## src/rtl/amm2apb_pkg.sv

```systemverilog
// Shared response codes, FSM encoding and sizing helper for the Avalon-MM to APB bridge.
package amm2apb_pkg;

    localparam logic [1:0] RESP_OKAY      = 2'b00;
    localparam logic [1:0] RESP_SLVERR    = 2'b10;
    localparam logic [1:0] RESP_DECODEERR = 2'b11;

    typedef enum logic [1:0] {
        ST_IDLE   = 2'd0,
        ST_SETUP  = 2'd1,
        ST_ACCESS = 2'd2,
        ST_DONE   = 2'd3
    } state_t;

    // Ceiling log2 that never returns less than 1, so index fields always have a bit.
    function automatic int clog2(input int value);
        int result;
        result = 1;
        while ((1 << result) < value) result++;
        return result;
    endfunction

endpackage

```

## src/rtl/amm2apb_timer.sv

```systemverilog
// ACCESS-phase watchdog: counts cycles while enabled and flags the last allowed cycle.
module amm2apb_timer
    import amm2apb_pkg::*;
#(
    parameter int TIMEOUT = 256
) (
    input  logic clk,
    input  logic reset,
    input  logic clr,
    input  logic en,
    output logic expired
);

    localparam int               CNT_W  = clog2(TIMEOUT + 1);
    localparam int               LAST_I = (TIMEOUT > 0) ? TIMEOUT - 1 : 0;
    localparam logic [CNT_W-1:0] LAST   = CNT_W'(LAST_I);

    logic [CNT_W-1:0] count_q;
    logic [CNT_W-1:0] count_d;

    always_comb begin
        count_d = count_q;
        if (clr) begin
            count_d = '0;
        end else if (en && (count_q != LAST)) begin
            count_d = count_q + CNT_W'(1);
        end
    end

    always_ff @(posedge clk or posedge reset) begin
        if (reset) begin
            count_q <= '0;
        end else begin
            count_q <= count_d;
        end
    end

    // Expiry is the TIMEOUT-th enabled cycle itself, so a same-cycle PREADY can still win.
    assign expired = (TIMEOUT > 0) && en && (count_q == LAST);

endmodule

```

## src/rtl/amm2apb_multi.sv

```systemverilog
// Avalon-MM slave to multi-completer APB requester with address decode, timeout and error count.
module amm2apb_multi
    import amm2apb_pkg::*;
#(
    parameter  int DATA_W  = 32,
    parameter  int NSLV    = 4,
    parameter  int SEL_LSB = 12,
    parameter  int TIMEOUT = 256,
    localparam int SEL_W   = clog2(NSLV),
    localparam int STRB_W  = DATA_W / 8
) (
    input  logic                   clk,
    input  logic                   reset,
    input  logic [31:0]            amm_address,
    input  logic [DATA_W-1:0]      amm_writedata,
    input  logic [STRB_W-1:0]      amm_byteenable,
    input  logic                   amm_write,
    input  logic                   amm_read,
    output logic [DATA_W-1:0]      amm_readdata,
    output logic [1:0]             amm_response,
    output logic                   amm_waitrequest,
    output logic [NSLV-1:0]        APB_PSEL,
    output logic                   APB_PENABLE,
    output logic                   APB_PWRITE,
    output logic [31:0]            APB_PADDR,
    output logic [DATA_W-1:0]      APB_PWDATA,
    output logic [STRB_W-1:0]      APB_PSTRB,
    input  logic [NSLV*DATA_W-1:0] APB_PRDATA,
    input  logic [NSLV-1:0]        APB_PREADY,
    input  logic [NSLV-1:0]        APB_PSLVERR,
    output logic [15:0]            err_count
);

    state_t              state_q,   state_d;
    logic [SEL_W-1:0]    idx_q,     idx_d;
    logic [NSLV-1:0]     psel_q,    psel_d;
    logic                penable_q, penable_d;
    logic                pwrite_q,  pwrite_d;
    logic [31:0]         paddr_q,   paddr_d;
    logic [DATA_W-1:0]   pwdata_q,  pwdata_d;
    logic [STRB_W-1:0]   pstrb_q,   pstrb_d;
    logic [DATA_W-1:0]   rdata_q,   rdata_d;
    logic [1:0]          resp_q,    resp_d;
    logic                waitreq_q, waitreq_d;
    logic [15:0]         err_q,     err_d;

    logic [SEL_W-1:0]    req_idx;
    logic [NSLV-1:0]     req_sel;
    logic                sel_ready;
    logic                sel_slverr;
    logic [DATA_W-1:0]   sel_rdata;
    logic                timer_clr;
    logic                timer_en;
    logic                timer_expired;

    assign req_idx = amm_address[SEL_LSB +: SEL_W];

    // Decode the incoming index and mux the captured completer's response lines.
    always_comb begin
        req_sel    = '0;
        sel_ready  = 1'b0;
        sel_slverr = 1'b0;
        sel_rdata  = '0;
        for (int i = 0; i < NSLV; i++) begin
            req_sel[i] = (req_idx == SEL_W'(i));
            if (idx_q == SEL_W'(i)) begin
                sel_ready  = APB_PREADY[i];
                sel_slverr = APB_PSLVERR[i];
                sel_rdata  = APB_PRDATA[i*DATA_W +: DATA_W];
            end
        end
    end

    assign timer_clr = (state_q == ST_SETUP);
    assign timer_en  = (state_q == ST_ACCESS);

    amm2apb_timer #(
        .TIMEOUT (TIMEOUT)
    ) u_timer (
        .clk     (clk),
        .reset   (reset),
        .clr     (timer_clr),
        .en      (timer_en),
        .expired (timer_expired)
    );

    always_comb begin
        state_d   = state_q;
        idx_d     = idx_q;
        psel_d    = psel_q;
        penable_d = penable_q;
        pwrite_d  = pwrite_q;
        paddr_d   = paddr_q;
        pwdata_d  = pwdata_q;
        pstrb_d   = pstrb_q;
        rdata_d   = rdata_q;
        resp_d    = resp_q;
        err_d     = err_q;

        case (state_q)
            ST_IDLE: begin
                if (amm_read || amm_write) begin
                    idx_d    = req_idx;
                    paddr_d  = amm_address;
                    pwdata_d = amm_writedata;
                    pwrite_d = amm_write;
                    pstrb_d  = amm_write ? amm_byteenable : '0;
                    if (|req_sel) begin
                        psel_d    = req_sel;
                        penable_d = 1'b0;
                        state_d   = ST_SETUP;
                    end else begin
                        rdata_d = '0;
                        resp_d  = RESP_DECODEERR;
                        state_d = ST_DONE;
                    end
                end
            end
            ST_SETUP: begin
                penable_d = 1'b1;
                state_d   = ST_ACCESS;
            end
            ST_ACCESS: begin
                if (sel_ready) begin
                    rdata_d   = pwrite_q ? '0 : sel_rdata;
                    resp_d    = sel_slverr ? RESP_SLVERR : RESP_OKAY;
                    psel_d    = '0;
                    penable_d = 1'b0;
                    state_d   = ST_DONE;
                end else if (timer_expired) begin
                    rdata_d   = '0;
                    resp_d    = RESP_SLVERR;
                    psel_d    = '0;
                    penable_d = 1'b0;
                    state_d   = ST_DONE;
                end
            end
            ST_DONE: begin
                state_d = ST_IDLE;
            end
            default: begin
                state_d = ST_IDLE;
            end
        endcase

        // DONE is only ever entered from another state, so this counts each response once.
        if ((state_d == ST_DONE) && (resp_d != RESP_OKAY) && (err_q != 16'hFFFF)) begin
            err_d = err_q + 16'd1;
        end

        waitreq_d = (state_d != ST_DONE);
    end

    always_ff @(posedge clk or posedge reset) begin
        if (reset) begin
            state_q   <= ST_IDLE;
            idx_q     <= '0;
            psel_q    <= '0;
            penable_q <= 1'b0;
            pwrite_q  <= 1'b0;
            paddr_q   <= '0;
            pwdata_q  <= '0;
            pstrb_q   <= '0;
            rdata_q   <= '0;
            resp_q    <= RESP_OKAY;
            waitreq_q <= 1'b1;
            err_q     <= '0;
        end else begin
            state_q   <= state_d;
            idx_q     <= idx_d;
            psel_q    <= psel_d;
            penable_q <= penable_d;
            pwrite_q  <= pwrite_d;
            paddr_q   <= paddr_d;
            pwdata_q  <= pwdata_d;
            pstrb_q   <= pstrb_d;
            rdata_q   <= rdata_d;
            resp_q    <= resp_d;
            waitreq_q <= waitreq_d;
            err_q     <= err_d;
        end
    end

    assign APB_PSEL        = psel_q;
    assign APB_PENABLE     = penable_q;
    assign APB_PWRITE      = pwrite_q;
    assign APB_PADDR       = paddr_q;
    assign APB_PWDATA      = pwdata_q;
    assign APB_PSTRB       = pstrb_q;
    assign amm_readdata    = rdata_q;
    assign amm_response    = resp_q;
    assign amm_waitrequest = waitreq_q;
    assign err_count       = err_q;

endmodule

```

## config.mk

```make
export PLATFORM = sky130hd
export DESIGN_NAME = amm2apb_multi
export DESIGN_NICKNAME = d
export VERILOG_FILES = /design/src/rtl/amm2apb_pkg.sv /design/src/rtl/amm2apb_timer.sv /design/src/rtl/amm2apb_multi.sv
export SDC_FILE = /design/constraint.sdc
export NUM_CORES = 1
export LEC_CHECK = 0
export ABC_AREA = 1
export BUFFER_PORTS_ARGS = -buffer_cell sky130_fd_sc_hd__buf_2
export CORE_ASPECT_RATIO = 0.5
export CORE_MARGIN = 2
export CORE_UTILIZATION = 40
export CTS_BUF_LIST = sky130_fd_sc_hd__clkbuf_4
export DETAILED_ROUTE_END_ITERATION = 8
export PLACE_DENSITY = 0.75
export SKIP_CTS_REPAIR_TIMING = 1
export SLEW_MARGIN = 40
export SYNTH_ARGS = -nofsm -noshare
export SYNTH_HDL_FRONTEND = slang
export SYNTH_HIERARCHICAL = 1
export SYNTH_SLANG_ARGS = --single-unit
```

## constraint.sdc

```tcl
create_clock -name clk -period 4 [get_ports clk]
set_input_delay 0.4 -clock clk [delete_from_list [all_inputs] [get_ports clk]]
set_output_delay 0.4 -clock clk [all_outputs]
set_load 0.005 [all_outputs]
```

==> key figures, run 1 <==
Synth
  – XOR/XNOR Fraction of Synth Area: 0.0181
  – YS warnings: 6
  – Syn Std Cell Area: 6790 um^2
  – Ys flop type: dfrtp_1
  – Syn Inst Count: 851
  – Adder-cell share of the synthesized area: 0.0129
  – Compound-Gate Fraction of Synth Area: 0.108
  – Synth Register Bits: 136
  – Register area share after synthesis: 0.501
  – Number of synthesized flops with an enable pin: 0
  – Syn_nets: 1,066
  – Synth Area per Inst: 7.98 um^2
  – Area share of and/or/nand/nor cells after synthesis: 0.306
  – Async SR Flop Fraction: 1.00
  – Mux cell area share after synthesis: 0
  – Cell variety after synth: 39
  – Largest family of logic cells by synthesized area: simple AND/OR/NAND/NOR gates

Floorplan
  – Starting density of the core: 0.412
  – Core area: 16,500 um^2
  – Placement Rows: 33
  – # IOs: 333
  – Die Y: 96.1 um
  – Die area: 18,100 um^2
  – Die X-Extent: 188 um

Critical path
  – R2r startpoint: APB_PADDR[13]$_DFFE_PP0P_
  – Cell Chain, Critical Path: nor2_1 > buf_4 > nand2_1 > nand3_2 > nand2_2 > nand2_2 > nand2_2 > nand2_2 > nand3_4 > nand2_4 > nand2_1 > nand2_1
  – Crit path DAT: 3290 ps
  – Crit. Startpoint: APB_PADDR[13]$_DFFE_PP0P_
  – CP peak stage delay: 840 ps
  – Slowest CP cell: dfrtp_1
  – Crit path launch type: flip-flop
  – CP endpoint kind: flip-flop
  – Critical path type: reg2reg
  – CP max FO: 35
  – Worst path required time: 4410 ps
  – CP dominant cell by count: nand2_2

Finish
  – Ant diodes: 0
  – Layout cell share with drive strength beyond 1: 0.339
  – Fin nets: 1,381
  – Finished Core Util: 0.543
  – Area grow syn2layout: 31.7%

Clock tree
  – H-tree depth: 4
  – # clock sinks: 136
  – Root buf cell: clkbuf_4
  – Clk slew on worst S/H paths: 130 ps
  – CTS buffer count: 17
  – Max clock buf depth: 2
  – CTS tree: yes
  – Worst skew pair latency: 520 ps

STA
  – Setup TNS: 0 ps
  – Peak Freq: 0.346 GHz
  – Final setup viols: 0
  – Fin. Hold Viols: 0
  – Unrepaired setup endpoints after global routing: no
  – Worst slew pin tran: 731 ps
  – Skew final: 25.3 ps
  – Final worst-path setup slack: 1110 ps
  – Fin. max-slew vios: 0
  – Min Tclk post-route: 2890 ps
  – Slew margin rel.: 0.513
  – Post-route clock period utilization: 0.722

Place
  – GPL Wtd Cong: 0.902
  – Detailed placement HPWL: 15,100 um
  – Pre-CTS setup slack: 1160 ps
  – IO buf count: 332

Global routing
  – First-pass GRT wire length: 31,800 um
  – Largest net degree at the start of global routing: 75
  – GRT Total Usage: 0.221
  – Overflow after GRT: 0
  – Initial antenna violation count: 0
  – Vias in the first global route: 6,438

Drt
  – DRT Pass-1 Iters: 5
  – Avg WL per Cell: 14.5 um
  – Detailed-route via count: 6,947
  – Detailed-route DRC error count: 0
  – Antenna-violating nets left: 0
  – DRT iter0 DRCs: 476
  – Via density: 4.94
  – Routed WL: 20,400 um

Hold path
  – Hold_sp: amm_address[19]
  – Hold Crit Class: in2reg

Run status
  – Status: finished clean

Power and ir drop
  – PD cells: 654 nW/um^2
  – Peak supply drop: 0.418 mV
  – Leak Pwr: 5.01 nW

Run
  – Max-cap violations: 0
where the power goes:
group | switching (mW) | total, mW | internal [mW]
logic | 1.66 | 2.64 | 0.979
clock network | 0.520 | 1.02 | 0.497
registers | 0.324 | 2.20 | 1.87
total | 2.50 | 5.85 | 3.35
metal layers:
layer / track usage / vias to the layer above / part of all wire
li1: - / 3413 / -
met1: 0.273 / 3284 / 0.43
met2: 0.395 / 214 / 0.50
met3: 0.0478 / 36 / 0.054
met4: 0.0656 / 0 / 0.018
met5: 0 / - / 0
synth_stat cells, types with 6 or more instances:
cell | number | area [um^2]
o21ai_0 | 51 | 255
nand2_1 | 343 | 1290
nand4_1 | 6 | 37.5
o31ai_1 | 26 | 195
xor2_1 | 8 | 70.1
ha_1 | 7 | 87.6
o221ai_1 | 7 | 61.3
o21ai_1 | 14 | 70.1
o22ai_1 | 8 | 50.1
dfrtp_1 | 135 | 3380
nand3_1 | 74 | 370
nor3_1 | 8 | 40.0
clkbuf_1 | 30 | 113
xnor2_1 | 6 | 52.6
inv_1 | 35 | 131
nor2_1 | 31 | 116
buf_2 | 12 | 60.1
a211oi_1 | 7 | 52.6
path summary, 6_finish.rpt:
kind	to	slack (ps)	cells after the start
setup / recovery	err_count[8]$_DFFE_PP0P_	1110	12
hold / removal	APB_PADDR[19]$_DFFE_PP0P_	70	3
setup reg to reg	err_count[8]$_DFFE_PP0P_	1110	12
hold reg to reg	APB_PADDR[10]$_DFFE_PP0P_	480	2
max in group asynchronous	amm_readdata[16]$_DFFE_PP0P_	2610	4
min in group asynchronous	u_timer/count_q[6]$_DFFE_PP0P_	430	3
registers in the layout (all words and copies together), names as in the netlist:
| name | count |
|---|---|
| APB_PWDATA | 32 |
| amm_readdata | 32 |
| APB_PADDR | 31 |
| err_count | 16 |
| u_timer/count_q | 9 |
| APB_PSEL | 4 |
| APB_PSTRB | 4 |
| amm_response | 2 |
| state_q | 2 |
| APB_PENABLE | 1 |
| APB_PWRITE | 1 |
| amm_waitrequest | 1 |
| idx_q | 1 |
area by class of cell:
type / count / area [um^2]
Inverter: 42 / 166
Sequential cell: 136 / 3400
Tap cell: 227 / 284
Clock buffer: 18 / 135
Multi-Input combinational cell: 627 / 3030
Timing Repair Buffer: 342 / 1740
Fill cell: 1588 / 7530
Clock inverter: 13 / 178
layout by cell type (no fill, tap or decap), types with 6 or more instances in the layout:
master | Yosys | routed
o22ai_1 | 8 | 8
nand4_1 | 6 | 6
inv_1 | 35 | 33
o221ai_1 | 7 | 7
ha_1 | 7 | 7
nor3_1 | 8 | 8
o31ai_1 | 26 | 26
dfrtp_1 | 135 | 135
nand2_1 | 343 | 343
o21ai_0 | 51 | 51
nand3_1 | 74 | 73
a211oi_1 | 7 | 7
clkbuf_4 | 0 | 18
o21ai_1 | 14 | 14
xnor2_1 | 6 | 6
nor2_1 | 31 | 30
xor2_1 | 8 | 8
buf_4 | 3 | 9
buf_2 | 12 | 332
critical path: cells and delay by family (launching register included):
kind,cells,cell delay [ps]
AND/OR/NAND/NOR,11,1670
flip-flops,1,840
buffers and inverters,1,240
cells by family (layout without fill, tap and decap cells):
group                      count (synthesis)  in the layout
AOI/OAI and AO/OA                        120            120
xor gates and xnor gates                  14             14
adders and majority gates                  7              7
buffers and inverters                     88            415
DFF                                      136            136
and+or+nand+nor                          486            486
stage by stage:
stage	power (mW)	instance area [um^2]	std cells	hold slack, ps
floorplan	3.83	6790	851	228
global placement	4.78	8610	1373	417
detailed placement	4.88	8610	1373	431
CTS	5.89	8930	1404	-159
global route	6.36	8940	1405	4.58
finish	5.85	8940	1405	71.1
(Power assumes the default switching activity.)
==> run 2, diff against run 1 <==
clock period = 2.6 ns   (was 4 ns; I/O delays follow)
==> run 2 against run 1 <==
Global-route usage is 0.44 points higher. Die area stayed put. Critical endpoint is now err_count[0]$_DFFE_PP0P_. Cell count is 5.3% higher. Sequential cell count stayed put. Combinational power is 62% higher. Sequential share of layout area is 2.8 points lower. Register-to-register slack worse by 880 ps. Critical path depth is 2 higher. Critical path type unchanged.
==> key figures, run 2 (synthesized netlist as in run 1, its figures left out) <==
Drt
  – DRT iter0 DRCs: 382 (-20%)
  – Via density: 5.00 (+1.1%)
  – Routed WL: 22,300 um (+9.4%)
  – DRT Pass-1 Iters: 5 (unchanged)
  – Antenna-violating nets left: 0 (unchanged)
  – Avg WL per Cell: 15.1 um (+3.9%)
  – Detailed-route via count: 7,396 (+6.5%)
  – Detailed-route DRC error count: 0 (unchanged)

Floorplan
  – Die Y: 96.1 um (unchanged)
  – Core area: 16,500 um^2 (unchanged)
  – Die area: 18,100 um^2 (unchanged)
  – Die X-Extent: 188 um (unchanged)
  – # IOs: 333 (unchanged)
  – Starting density of the core: 0.412 (unchanged)
  – Placement Rows: 33 (unchanged)

Finish
  – Most frequent cells in the layout: nand2_1 (343), buf_2 (332), dfrtp_1 (135), nand3_1 (74), dlygate4sd3_1 (69)
  – Layout cell share with drive strength beyond 1: 0.326 (-0.0128)
  – Post-Layout Cell Count: 1,480 (+5.3%)
  – Post-Layout Inst Area: 9640 um^2 (+7.8%)
  – Fin nets: 1,454 (+5.3%)
  – Commonest non-fill, non-tap cell in the layout: nand2_1
  – Area grow syn2layout: 41.9%

Global routing
  – Vias in the first global route: 6,494 (+0.87%)
  – GRT Total Usage: 0.225 (+0.00441)
  – Initial antenna violation count: 1 (+1)
  – Overflow after GRT: 0 (unchanged)
  – First-pass GRT wire length: 32,300 um (+1.4%)
  – Largest net degree at the start of global routing: 67 (-11%)

STA
  – Min Tclk post-route: 2370 ps (-521 ps)
  – Skew final: 30.6 ps (+5.27 ps)
  – Post-route clock period utilization: 0.910 (+0.188)
  – Slew margin rel.: 0.570 (+0.0576)
  – Fin. max-slew vios: 0 (unchanged)
  – Unrepaired setup endpoints after global routing: no
  – Setup TNS: 0 ps (unchanged)
  – Fin. Hold Viols: 0 (unchanged)
  – Final worst-path setup slack: 233 ps (-879 ps)
  – Peak Freq: 0.423 GHz (+22%)
  – Worst slew pin tran: 644 ps (-86.4 ps)
  – Final setup viols: 0 (unchanged)

Place
  – Pre-CTS setup slack: 306 ps (-850 ps)
  – IO buf count: 332 (unchanged)
  – Cells after DPL: 1,378 (+0.36%)
  – GPL Wtd Cong: 0.890 (-1.3%)
  – Area post-placement: 8660 um^2 (+0.57%)
  – Detailed placement HPWL: 15,600 um (+3.2%)

Critical path
  – Crit path DAT: 2780 ps (-510 ps)
  – Critical path type: reg2reg
  – CP endpoint kind: flip-flop
  – Crit path launch type: flip-flop
  – CP max FO: 17 (-51%)
  – Worst path required time: 3020 ps (-1390 ps)

Clock tree
  – H-tree depth: 4 (unchanged)
  – Clk slew on worst S/H paths: 130 ps (about the same)
  – # clock sinks: 136 (unchanged)
  – Root buf cell: clkbuf_4
  – CTS buffer count: 17 (unchanged)
  – Worst skew pair latency: 540 ps (+20 ps)
  – CTS tree: yes
  – Max clock buf depth: 2 (unchanged)

Run status
  – Status: finished clean

Hold path
  – Hold Crit Class: in2reg

Power and ir drop
  – Switching share of power: 0.449 (+0.0210)
  – Switching pwr: 4.07 mW (+63%)
  – Combinational Power Share: 0.471 (+0.020)
  – Peak supply drop: 0.386 mV (-7.5%)
  – Leak Pwr: 5.31 nW (+6.0%)
  – PD cells: 940 nW/um^2 (+44%)
  – Sequential share of power: 0.370 (-0.005)
  – Int Pwr: 5.00 mW (+49%)
  – Clk pwr share: 0.159 (-0.015)

Run
  – Max-cap violations: 0 (unchanged)
==> run 2: layer usage <==
| metal | vias to the layer above | track usage | routed length (um) |
|---|---|---|---|
| met5 | - | 0 | 0 |
| met4 | 0 | 0.0794 | 610 |
| met3 | 60 | 0.0401 | 1350 |
| met2 | 311 | 0.406 | 11200 |
| met1 | 3457 | 0.277 | 9120 |
| li1 | 3568 | - | - |
==> run 2: worst paths after layout <==
| path | start | to | slack, ps | cells after the start |
|---|---|---|---|---|
| max | u_timer/count_q[3]$_DFFE_PP0P_ | err_count[0]$_DFFE_PP0P_ | 230 | 14 |
| min | APB_PRDATA[96] | amm_readdata[0]$_DFFE_PP0P_ | 50 | 3 |
| max reg2reg | u_timer/count_q[3]$_DFFE_PP0P_ | err_count[0]$_DFFE_PP0P_ | 230 | 14 |
| min reg2reg | APB_PWDATA[8]$_DFFE_PP0P_ | APB_PWDATA[8]$_DFFE_PP0P_ | 480 | 2 |
| max in group asynchronous | reset | amm_waitrequest$_DFF_PP1_ | 1620 | 4 |
| min in group asynchronous | reset | u_timer/count_q[2]$_DFFE_PP0P_ | 250 | 3 |
==> run 2: cell type report <==
type / instances / area, um^2
diodes: 1 / 2.50
inverters: 42 / 165
flip-flops and latches: 136 / 3400
repair buffers: 415 / 2470
multi-input cells: 627 / 3030
fillers: 1517 / 6830
clock buffers: 17 / 128
well taps: 227 / 284
clock inverters: 15 / 158
==> run 2: critical path: stages (launching register included) <==
cell and delay (ps):
dfrtp_1 410, nand2_1 140, nor2_2 200, inv_1 80, nor2_1 100, ha_1 240, nand2_1 70, inv_1 100
nor3_1 80, a21oi_4 190, nand2_4 90, nor2_8 250, nand2_4 180, nand2_1 90, nand2_1 50
==> run 2: metrics by stage <==
step           hold WS (ps)  utilization  total power, mW
2_1_floorplan          87.9            -             5.89
3_3_place_gp            262        0.526             7.39
3_5_place_dp            265        0.526             7.55
4_1_cts                -351        0.543             9.02
5_1_grt                14.3        0.585             9.81
6_report               51.1        0.585             9.06
==> run 2: power by group through the flow <==
| stage | registers (mW) | logic (mW) | clock network (mW) |
|---|---|---|---|
| after floorplan | 3.41 | 2.48 | 0 |
| after global placement | 3.34 | 4.05 | 0 |
| after detailed placement | 3.37 | 4.18 | 0 |
| after CTS | 3.33 | 4.19 | 1.50 |
| after global routing | 3.43 | 4.80 | 1.58 |
| final | 3.35 | 4.27 | 1.44 |
